===== src/rtl/alu_pipe.sv =====
// alu_pipe: two-stage registered ALU with valid/ready handshake, tag passthrough
// and a count of delivered results. Rev 1.0.
`default_nettype none

module alu_pipe #(
   parameter int NUMBITS = 8,
   parameter int TAGBITS = 4
) (
   input  logic               clk,
   input  logic               reset,
   input  logic               in_valid,
   output logic               in_ready,
   input  logic [NUMBITS-1:0] A,
   input  logic [NUMBITS-1:0] B,
   input  logic [2:0]         opcode,
   input  logic [TAGBITS-1:0] in_tag,
   output logic               out_valid,
   input  logic               out_ready,
   output logic [NUMBITS-1:0] result,
   output logic               carryout,
   output logic               overflow,
   output logic               zero,
   output logic [TAGBITS-1:0] out_tag,
   output logic [15:0]        done_count
);

   logic               r_rst_done;
   logic               r_s1_valid;
   logic [NUMBITS-1:0] r_s1_a;
   logic [NUMBITS-1:0] r_s1_b;
   logic [2:0]         r_s1_op;
   logic [TAGBITS-1:0] r_s1_tag;
   logic               r_s2_valid;
   logic [NUMBITS-1:0] r_s2_res;
   logic               r_s2_c;
   logic               r_s2_o;
   logic               r_s2_z;
   logic [TAGBITS-1:0] r_s2_tag;
   logic [15:0]        r_done;

   logic               w_s2_adv;
   logic               w_s1_adv;
   logic               w_accept;
   logic [NUMBITS:0]   w_sum;
   logic [NUMBITS:0]   w_diff;
   logic [NUMBITS-1:0] w_res;
   logic               w_c;
   logic               w_o;
   logic               w_z;
   logic               w_sa;
   logic               w_sb;
   logic               w_sr;

   // Intake stays closed until the first edge after reset is released,
   // so a release near a clock edge cannot admit a half-reset operation.
   always_ff @(posedge clk or negedge reset) begin
      if (!reset) r_rst_done <= 1'b0;
      else        r_rst_done <= 1'b1;
   end

   assign w_s2_adv = !r_s2_valid || out_ready;
   assign w_s1_adv = !r_s1_valid || w_s2_adv;
   assign in_ready = w_s1_adv && r_rst_done;
   assign w_accept = in_valid && in_ready;

   always_comb begin
      w_sum  = {1'b0, r_s1_a} + {1'b0, r_s1_b};
      w_diff = {1'b0, r_s1_a} - {1'b0, r_s1_b};
      w_res  = '0;
      w_c    = 1'b0;
      w_o    = 1'b0;
      w_sa   = r_s1_a[NUMBITS-1];
      w_sb   = r_s1_b[NUMBITS-1];
      case (r_s1_op)
         3'b000: begin
            w_res = w_sum[NUMBITS-1:0];
            w_c   = w_sum[NUMBITS];
         end
         3'b001: begin
            w_res = w_diff[NUMBITS-1:0];
            w_c   = w_diff[NUMBITS];
         end
         3'b010: begin
            w_res = w_sum[NUMBITS-1:0];
            w_o   = (w_sa == w_sb) && (w_sum[NUMBITS-1] != w_sa);
         end
         3'b011: begin
            w_res = w_diff[NUMBITS-1:0];
            w_o   = (w_sa != w_sb) && (w_diff[NUMBITS-1] != w_sa);
         end
         3'b100:  w_res = r_s1_a & r_s1_b;
         3'b101:  w_res = r_s1_a | r_s1_b;
         3'b110:  w_res = r_s1_a ^ r_s1_b;
         default: w_res = {1'b0, r_s1_a[NUMBITS-1:1]};
      endcase
      w_sr = w_res[NUMBITS-1];
      w_z  = (w_res == '0);
   end

   always_ff @(posedge clk or negedge reset) begin
      if (!reset) begin
         r_s1_valid <= 1'b0;
         r_s1_a     <= '0;
         r_s1_b     <= '0;
         r_s1_op    <= '0;
         r_s1_tag   <= '0;
         r_s2_valid <= 1'b0;
         r_s2_res   <= '0;
         r_s2_c     <= 1'b0;
         r_s2_o     <= 1'b0;
         r_s2_z     <= 1'b0;
         r_s2_tag   <= '0;
         r_done     <= '0;
      end else begin
         if (w_s1_adv) begin
            r_s1_valid <= w_accept;
            r_s1_a     <= A;
            r_s1_b     <= B;
            r_s1_op    <= opcode;
            r_s1_tag   <= in_tag;
         end
         if (w_s2_adv) begin
            r_s2_valid <= r_s1_valid;
            r_s2_res   <= w_res;
            r_s2_c     <= w_c;
            r_s2_o     <= w_o;
            r_s2_z     <= w_z;
            r_s2_tag   <= r_s1_tag;
         end
         if (r_s2_valid && out_ready) r_done <= r_done + 16'd1;
      end
   end

   assign out_valid  = r_s2_valid;
   assign result     = r_s2_res;
   assign carryout   = r_s2_c;
   assign overflow   = r_s2_o;
   assign zero       = r_s2_z;
   assign out_tag    = r_s2_tag;
   assign done_count = r_done;

   // Result sign is only consumed by the flag terms above through w_sum/w_diff.
   logic w_unused;
   assign w_unused = w_sr;

endmodule

`default_nettype wire

===== config.mk =====
export PLATFORM = sky130hd
export DESIGN_NAME = alu_pipe
export DESIGN_NICKNAME = d
export VERILOG_FILES = /design/src/rtl/alu_pipe.sv
export SDC_FILE = /design/constraint.sdc
export NUM_CORES = 1
export LEC_CHECK = 0
export CAP_MARGIN = 20
export CORE_MARGIN = 2
export CORE_UTILIZATION = 53
export CTS_CLUSTER_DIAMETER = 200
export CTS_CLUSTER_SIZE = 28
export DETAILED_ROUTE_END_ITERATION = 7
export MAX_ROUTING_LAYER = met4
export PLACE_DENSITY = 0.91
export SYNTH_ARGS = -nofsm -noshare
export SYNTH_HDL_FRONTEND = slang
export SYNTH_SLANG_ARGS = --single-unit

===== constraint.sdc =====
create_clock -name clk -period 3 [get_ports clk]
set_clock_uncertainty 0.05 [all_clocks]
set_input_delay 0.6 -clock clk [delete_from_list [all_inputs] [get_ports clk]]
set_output_delay 0.6 -clock clk [all_outputs]
set_load 0.01 [all_outputs]

# Yosys cells after proc, flatten, opt, wreduce, memory -nomap -nowiden
# Cells that the tools add are included.
# op_classes
n_addsub,3
eq_ne,10
n_mux,3
bitwise_logic,3
n_reduce_logical,13
# op_table
op,n
$pmux 8 s5,1
$add 16x1->16 const B,1
$add 8x8->9,1
$eq 3x3->1 const B,3
$sub 8x8->9,1
$and 8x8->8,1
$logic_not 8->1,1
$or 8x8->8,1
$xor 8x8->8,1
$eq 3x2->1 const B,2
$logic_and 1x1->1,5
$pmux 1 s2,2
$reduce_or 2->1,2
$eq 3x1->1 const B,1
$logic_not 3->1,1
$ne 1x1->1,3
$logic_not 1->1,2
$logic_or 1x1->1,2
$eq 1x1->1,1
# word_totals
ff_bits,57
inputBits,27
out_inout_bits,33

# Depth between registers and ports, before layout
# logic_depth
depth_word,5
depth_mapped,11
depth_no_buf,11

# Least setup slack after synthesis
# No wires, ideal clock.
# synth_timing
path_kind,register to register
start,register r_s1_a[1]
end,register r_s2_res[7] (netlist: result[7])
setup_time_ns,0.125
t_arrival_ns,2.108
required_ns,2.825
slack_ns,0.718
stages_incl_launch_ff,10
path_cell_list,dfrtp_1 inv_1 ha_1 a211oi_2 o211ai_2 a21oi_2 nor4_1 a311oi_1 o311ai_1 mux2_2
# synth_via
elab_chain_cells,2
elab_cells_between_ends,3
classes_between,2 x add/sub; 1 x mux
# synth_lines
item,line,rtl
start: declaration,29,logic [NUMBITS-1:0] r_s1_a;
start signal: assignment,103,r_s1_a <= '0;
start signal: assignment,117,r_s1_a <= A;
$sub 8x8->9 or $add 8x8->9 (tied branches),"68, 67",
$pmux 8 s5 *,74,case (r_s1_op)
end signal: assignment,124,r_s2_res <= w_res;
end: declaration,34,logic [NUMBITS-1:0] r_s2_res;
# Mark *: on every way between the ends. The rest lies on a longest branch, timed or not.
# A chain may end at the register's enable or synchronous reset.

# Worst setup path after layout
# layout_timing
start,input out_ready
end,output in_ready
# layout_via
elab_chain_cells,3
# layout_lines
item,line,rtl
start: declaration,18,"input logic out_ready,"
$logic_or 1x1->1,61,assign w_s2_adv = !r_s2_valid || out_ready;
$logic_or 1x1->1,62,assign w_s1_adv = !r_s1_valid || w_s2_adv;
$logic_and 1x1->1,63,assign in_ready = w_s1_adv && r_rst_done;
end: declaration,12,"output logic in_ready,"
# No other way between the ends.

==> metrics <==
status finished, final reports clean; Seq cells post-synth between 50 and 60; Die Area 6980 µm²; Routed Antenna Nets 0; Core Footprint 6030 µm²; worst slack at placement 319 ps; top cells by count, synth 57 x dfrtp_1, 52 x nand2_1, 28 x o21ai_0; hpwl dp ~5700 µm; worst-path fanout max 5; Routability Congestion 0.948; Syn Nets roughly 410; wire length after detailed routing slightly below 8000 µm; Initial Util between 50 and 60%; area fraction of the dominant cell type after synthesis about 43%; CP required approximately 2400 ps; worst hold path class in2async; clock sink count 57; drt drc 0; Die H approximately 84 µm; TritonCTS clock tree done; n_diodes 0; Via Count approximately 2,800; Max-slew headroom between 50% and 60%; hold_buf cts 0; post-synthesis sequential area ratio between 40% and 50%; CTS Buffer Depth 2; Clock Root Buffer clkbuf_8; Final setup viols 0; GR met2 Demand/Resource between 40% and 50%; largest cells by area after synthesis dfrtp_1 43%, ha_1 9.3%, nand2_1 5.8%; setup TNS 0 ps; worst skew pair latency between 300 and 400 ps; Layout area overhead 25.4%; crit path DAT 2070 ps; final worst slack ~280 ps; slew at the pin with the worst max-slew slack roughly 700 ps; Yosys cell types 52; largest net degree at the start of global routing 42; Post-Syn Area approximately 3400 µm²; initial antenna violation count 0; die width 83.5 µm; Worst Setup End Kind primary output; final hold vios 0; P per Cell Area ~600 nW/µm²; main flop type after synthesis dfrtp_1; fraction of registers with async set/reset 100%; # port buffers about 60; Max VDD drop 0.000414 V; vias in the first global route around 2,800; Cell Rows 28; crit share post-route 90.6%; first-pass GRT wire length between 10,000 and 15,000 µm; crit path time final between 2000 and 3000 ps; most common cell in the synthesized netlist dfrtp_1; Critical Path Start Type input pin; grt ovf 0; Cell Count, Final, Fillers Out approximately 490; Leak just under 2 nW; Post-Synthesis Cells between 300 and 400; CTS H-tree depth 3; Inst Count DP about 480; number of detailed-route iterations in the first pass 4; clk slew on worst S/H paths approximately 70 ps; Slew Limit Fails 0; gr usage total 24.5%; Yosys top cell by area dfrtp_1; Via density about 5.6; met3 Use GR slightly above 5%; cts repair resizes 0; EDFF count, synth 0; Max Freq around 370 MHz; layer carrying the most global-route usage met2; Setup CP Type in2out; Max-cap violations 0; Post-CTS Setup Inserts 0; syn avg cell area 9.50 µm²; CTS Buf Count 9; GRT met1 Usage between 20% and 30%; DRT iter0 DRCs about 220; nets 465; share of cells above drive strength 1 10.3%; DR WL/cell 15.9 µm; io pins 60; RSZ-0062 raised after global routing false; YS warnings 0
-- layout by cell type (no fill, tap or decap), types with 3 or more instances in the layout --
cell type,Yosys,routed
mux2i_1,5,5
clkdlybuf4s50_1,0,58
o21ai_0,28,28
nand2b_1,3,3
dfrtp_1,57,57
a31oi_1,4,4
o211ai_1,3,3
mux2_2,10,10
nand4_1,3,3
inv_1,27,27
xor2_1,6,6
nor2b_1,5,5
buf_4,2,4
a21oi_1,14,14
clkbuf_8,0,10
xnor2_1,15,15
and3_1,4,4
nor2_1,26,26
nand2_1,52,52
nand3_1,7,7
ha_1,25,25
-- path summary, 6_finish.rpt --
check	from	end	slack [ps]	depth (start not counted)
setup / recovery	out_ready	in_ready	280	5
hold / removal	reset	r_s1_a[4]	110	1
setup reg to reg	r_s1_a[1]	result[7]	300	9
hold reg to reg	r_s1_tag[0]	out_tag[0]	420	2
max in group asynchronous	reset	overflow	1950	2
min in group clk	r_s1_tag[0]	out_tag[0]	420	2
-- cell type report --
cell class                 instances  area, µm²
clock inverter                     6       90.1
multi-input combinational        251       1730
timing repair buffer              63        616
fill                             444       1820
clock buffer                      10        138
inverter                          29        109
tap                               75       93.8
sequential                        57       1430
-- power breakdown --
part	leakage [nW]	switching (mW)	total (mW)	internal, mW
logic	1.12	0.339	0.692	0.353
registers	0.702	0.105	0.975	0.871
clock network	0.113	0.331	0.823	0.492
-- per-stage QoR --
stage          utilization (%)  hold slack (ps)  area (µm²)  power [mW]
2_1_floorplan                -              254        3350        1.37
3_3_place_gp              66.0              392        3980        1.64
3_5_place_dp              66.0              401        3980        1.67
4_1_cts                   69.8              116        4200        2.50
5_1_grt                   69.8              138        4200        2.62
6_report                  69.8              106        4200        2.49
-- layer usage --
layer  wire, µm  vias up
met3        433       19
met4        227        0
met1       3250     1345
met5          0        -
met2       3910       89
li1           -     1305
-- worst max-delay path: stages --
cell             delay, ps
clkdlybuf4s50_1        490
nor2b_1                220
nand2_1                110
and2_1                 180
clkdlybuf4s50_1        470
-- sequential cells by signal, summed over array words and instances, names as in the netlist --
name,count
out_valid,1
carryout,1
r_s1_valid,1
r_s1_a,8
done_count,16
r_s1_op,3
r_s1_tag,4
r_s1_b,8
r_rst_done,1
out_tag,4
zero,1
result,8
overflow,1
-- logic make-up (layout without fill, tap and decap cells) --
logic type / after synthesis / count (layout) / share of synthesized area [%]
muxes: 17 / 17 / 6.19
AOI/OAI and AO/OA: 74 / 74 / 14.4
other: 1 / 1 / 0.112
and+or+nand+nor: 111 / 111 / 14.9
buffers and inverters: 45 / 108 / 5.82
xor gates and xnor gates: 21 / 21 / 5.49
adders and majority gates: 27 / 27 / 10.5
DFF: 57 / 57 / 42.5
No activity file was read; power rests on OpenSTA's default activity.
==> patch: new RTL, same settings <==
Put one more register stage on the output `done_count`, cleared by the reset. The value now appears one clock later. The other outputs are not delayed to match.
--- a/src/rtl/alu_pipe.sv
+++ b/src/rtl/alu_pipe.sv
@@ -137,7 +137,13 @@
    assign overflow   = r_s2_o;
    assign zero       = r_s2_z;
    assign out_tag    = r_s2_tag;
-   assign done_count = r_done;
+   always_ff @(posedge clk or negedge reset) begin
+      if (!reset) begin
+         done_count <= '0;
+      end else begin
+         done_count <= r_done;
+      end
+   end
 
    // Result sign is only consumed by the flag terms above through w_sum/w_diff.
    logic w_unused;
Check against the original RTL: not equivalent (a bounded check fails within 10 cycles, from zero or initial values and one cycle with reset low).
==> patch against the unedited design <==
Final area grew 13%. Area after synthesis rose by 15%. Global-route usage rose by 1.2 points. Sequential cell count up 16. Clock power decreased by 2%. Worst setup slack got worse by 0.012 ns. Routed wire length up 17%. Critical path depth rose by 6. Total power grew 12%. Sequential share of layout area rose by 4.7 points. Highest routed layer unchanged.
==> patch: results (changes against the unedited design) <==
Drt
  – Iter 0 DRT Violations: 213 (-4.5%)
  – Met3 WL post-DR: 610 um (+41%)
  – Vias: 3119 (+13%)
  – Met2 WL: 4590 um (+17%)
  – Routed WL: 9180 um (+17%)
  – Pre-Repair DR Iteration Count: 5 (+1)

Place
  – Dpl hpwl: 6600 um (+17%)
  – DP Cell Count: 543 (+14%)

Layout
  – Logic inverters: 27 (-6.9%)
  – Non-clock buffers, area share: 13.5% (-1.2 points)
  – Comb_multi_in: 278 (+11%)
  – Register share of the cell area: 38.6% (+4.7 points)

Synthesis
  – Syn Nets: 451 (+11%)
  – Post-synthesis adder-cell area fraction: 9.16% (-1.4 points)
  – Multiplexer area fraction after synthesis: 4.68% (-1.5 points)
  – Sequential fraction of the synthesis area: 47.4% (+4.9 points)
  – Xor-xnor portion of the synthesized cell area: 4.09% (-1.4 points)
  – Flops & latches, synth: 73 (+28%)
  – Mapped Cells: 397 (+12%)
  – Area contributors post-synth: dfrtp_1, ha_1, nand2_1

Clocking
  – Clock transition at path regs: 0.09 ns (+0.02 ns)

Pwr
  – Leakage: 0.00221 uW (+14%)
  – Sw Ratio: 32.5% (+1.4 points)

Global route
  – Largest net degree at the start of global routing: 43 (+2.4%)
  – First-pass GRT wire length: 14900 um (+13%)
  – Met2 Use GR: 41.5% (+1.5 points)
  – Met3 Use GR: 6.09% (+0.95 points)
  – GR Util met1: 31.2% (+1.4 points)

Setup path
  – Max incr delay on CP: 0.40 ns (-0.09 ns)

Outcome
  – Status: finished, final reports clean

STA
  – Slew of the pin with the lowest slew margin: 0.821 ns (+0.122 ns)
patch: path summary, 6_finish.rpt:
path	endpoint	depth (start not counted)	slack (ns)	start
worst max register to register	zero$_DFFE_PN0P_	11	0.27	r_s1_a[0]$_DFFE_PN0N_
min in group clk	done_count[15]$_DFF_PN0_	0	0.37	r_done[15]$_DFFE_PN0P_
worst min-delay path	r_done[12]$_DFFE_PN0P_	1	0.16	reset
max in group asynchronous	result[1]$_DFFE_PN0P_	2	2.00	reset
worst max-delay path	zero$_DFFE_PN0P_	11	0.27	r_s1_a[0]$_DFFE_PN0N_
worst min register to register	done_count[15]$_DFF_PN0_	0	0.37	r_done[15]$_DFFE_PN0P_
patch: stage by stage:
stage               power (uW)  hold WS, ns  area (um2)  setup slack, ns  utilization [%]
finish                    2780        0.156        4730            0.269             66.3
global route              2930        0.181        4730            0.139             66.3
detailed placement        1980        0.335        4520            0.330             63.4
CTS                       2800        0.149        4730            0.293             66.3
floorplan                 1640        0.254        3850            0.622                -
global placement          1940        0.349        4520            0.406             63.4
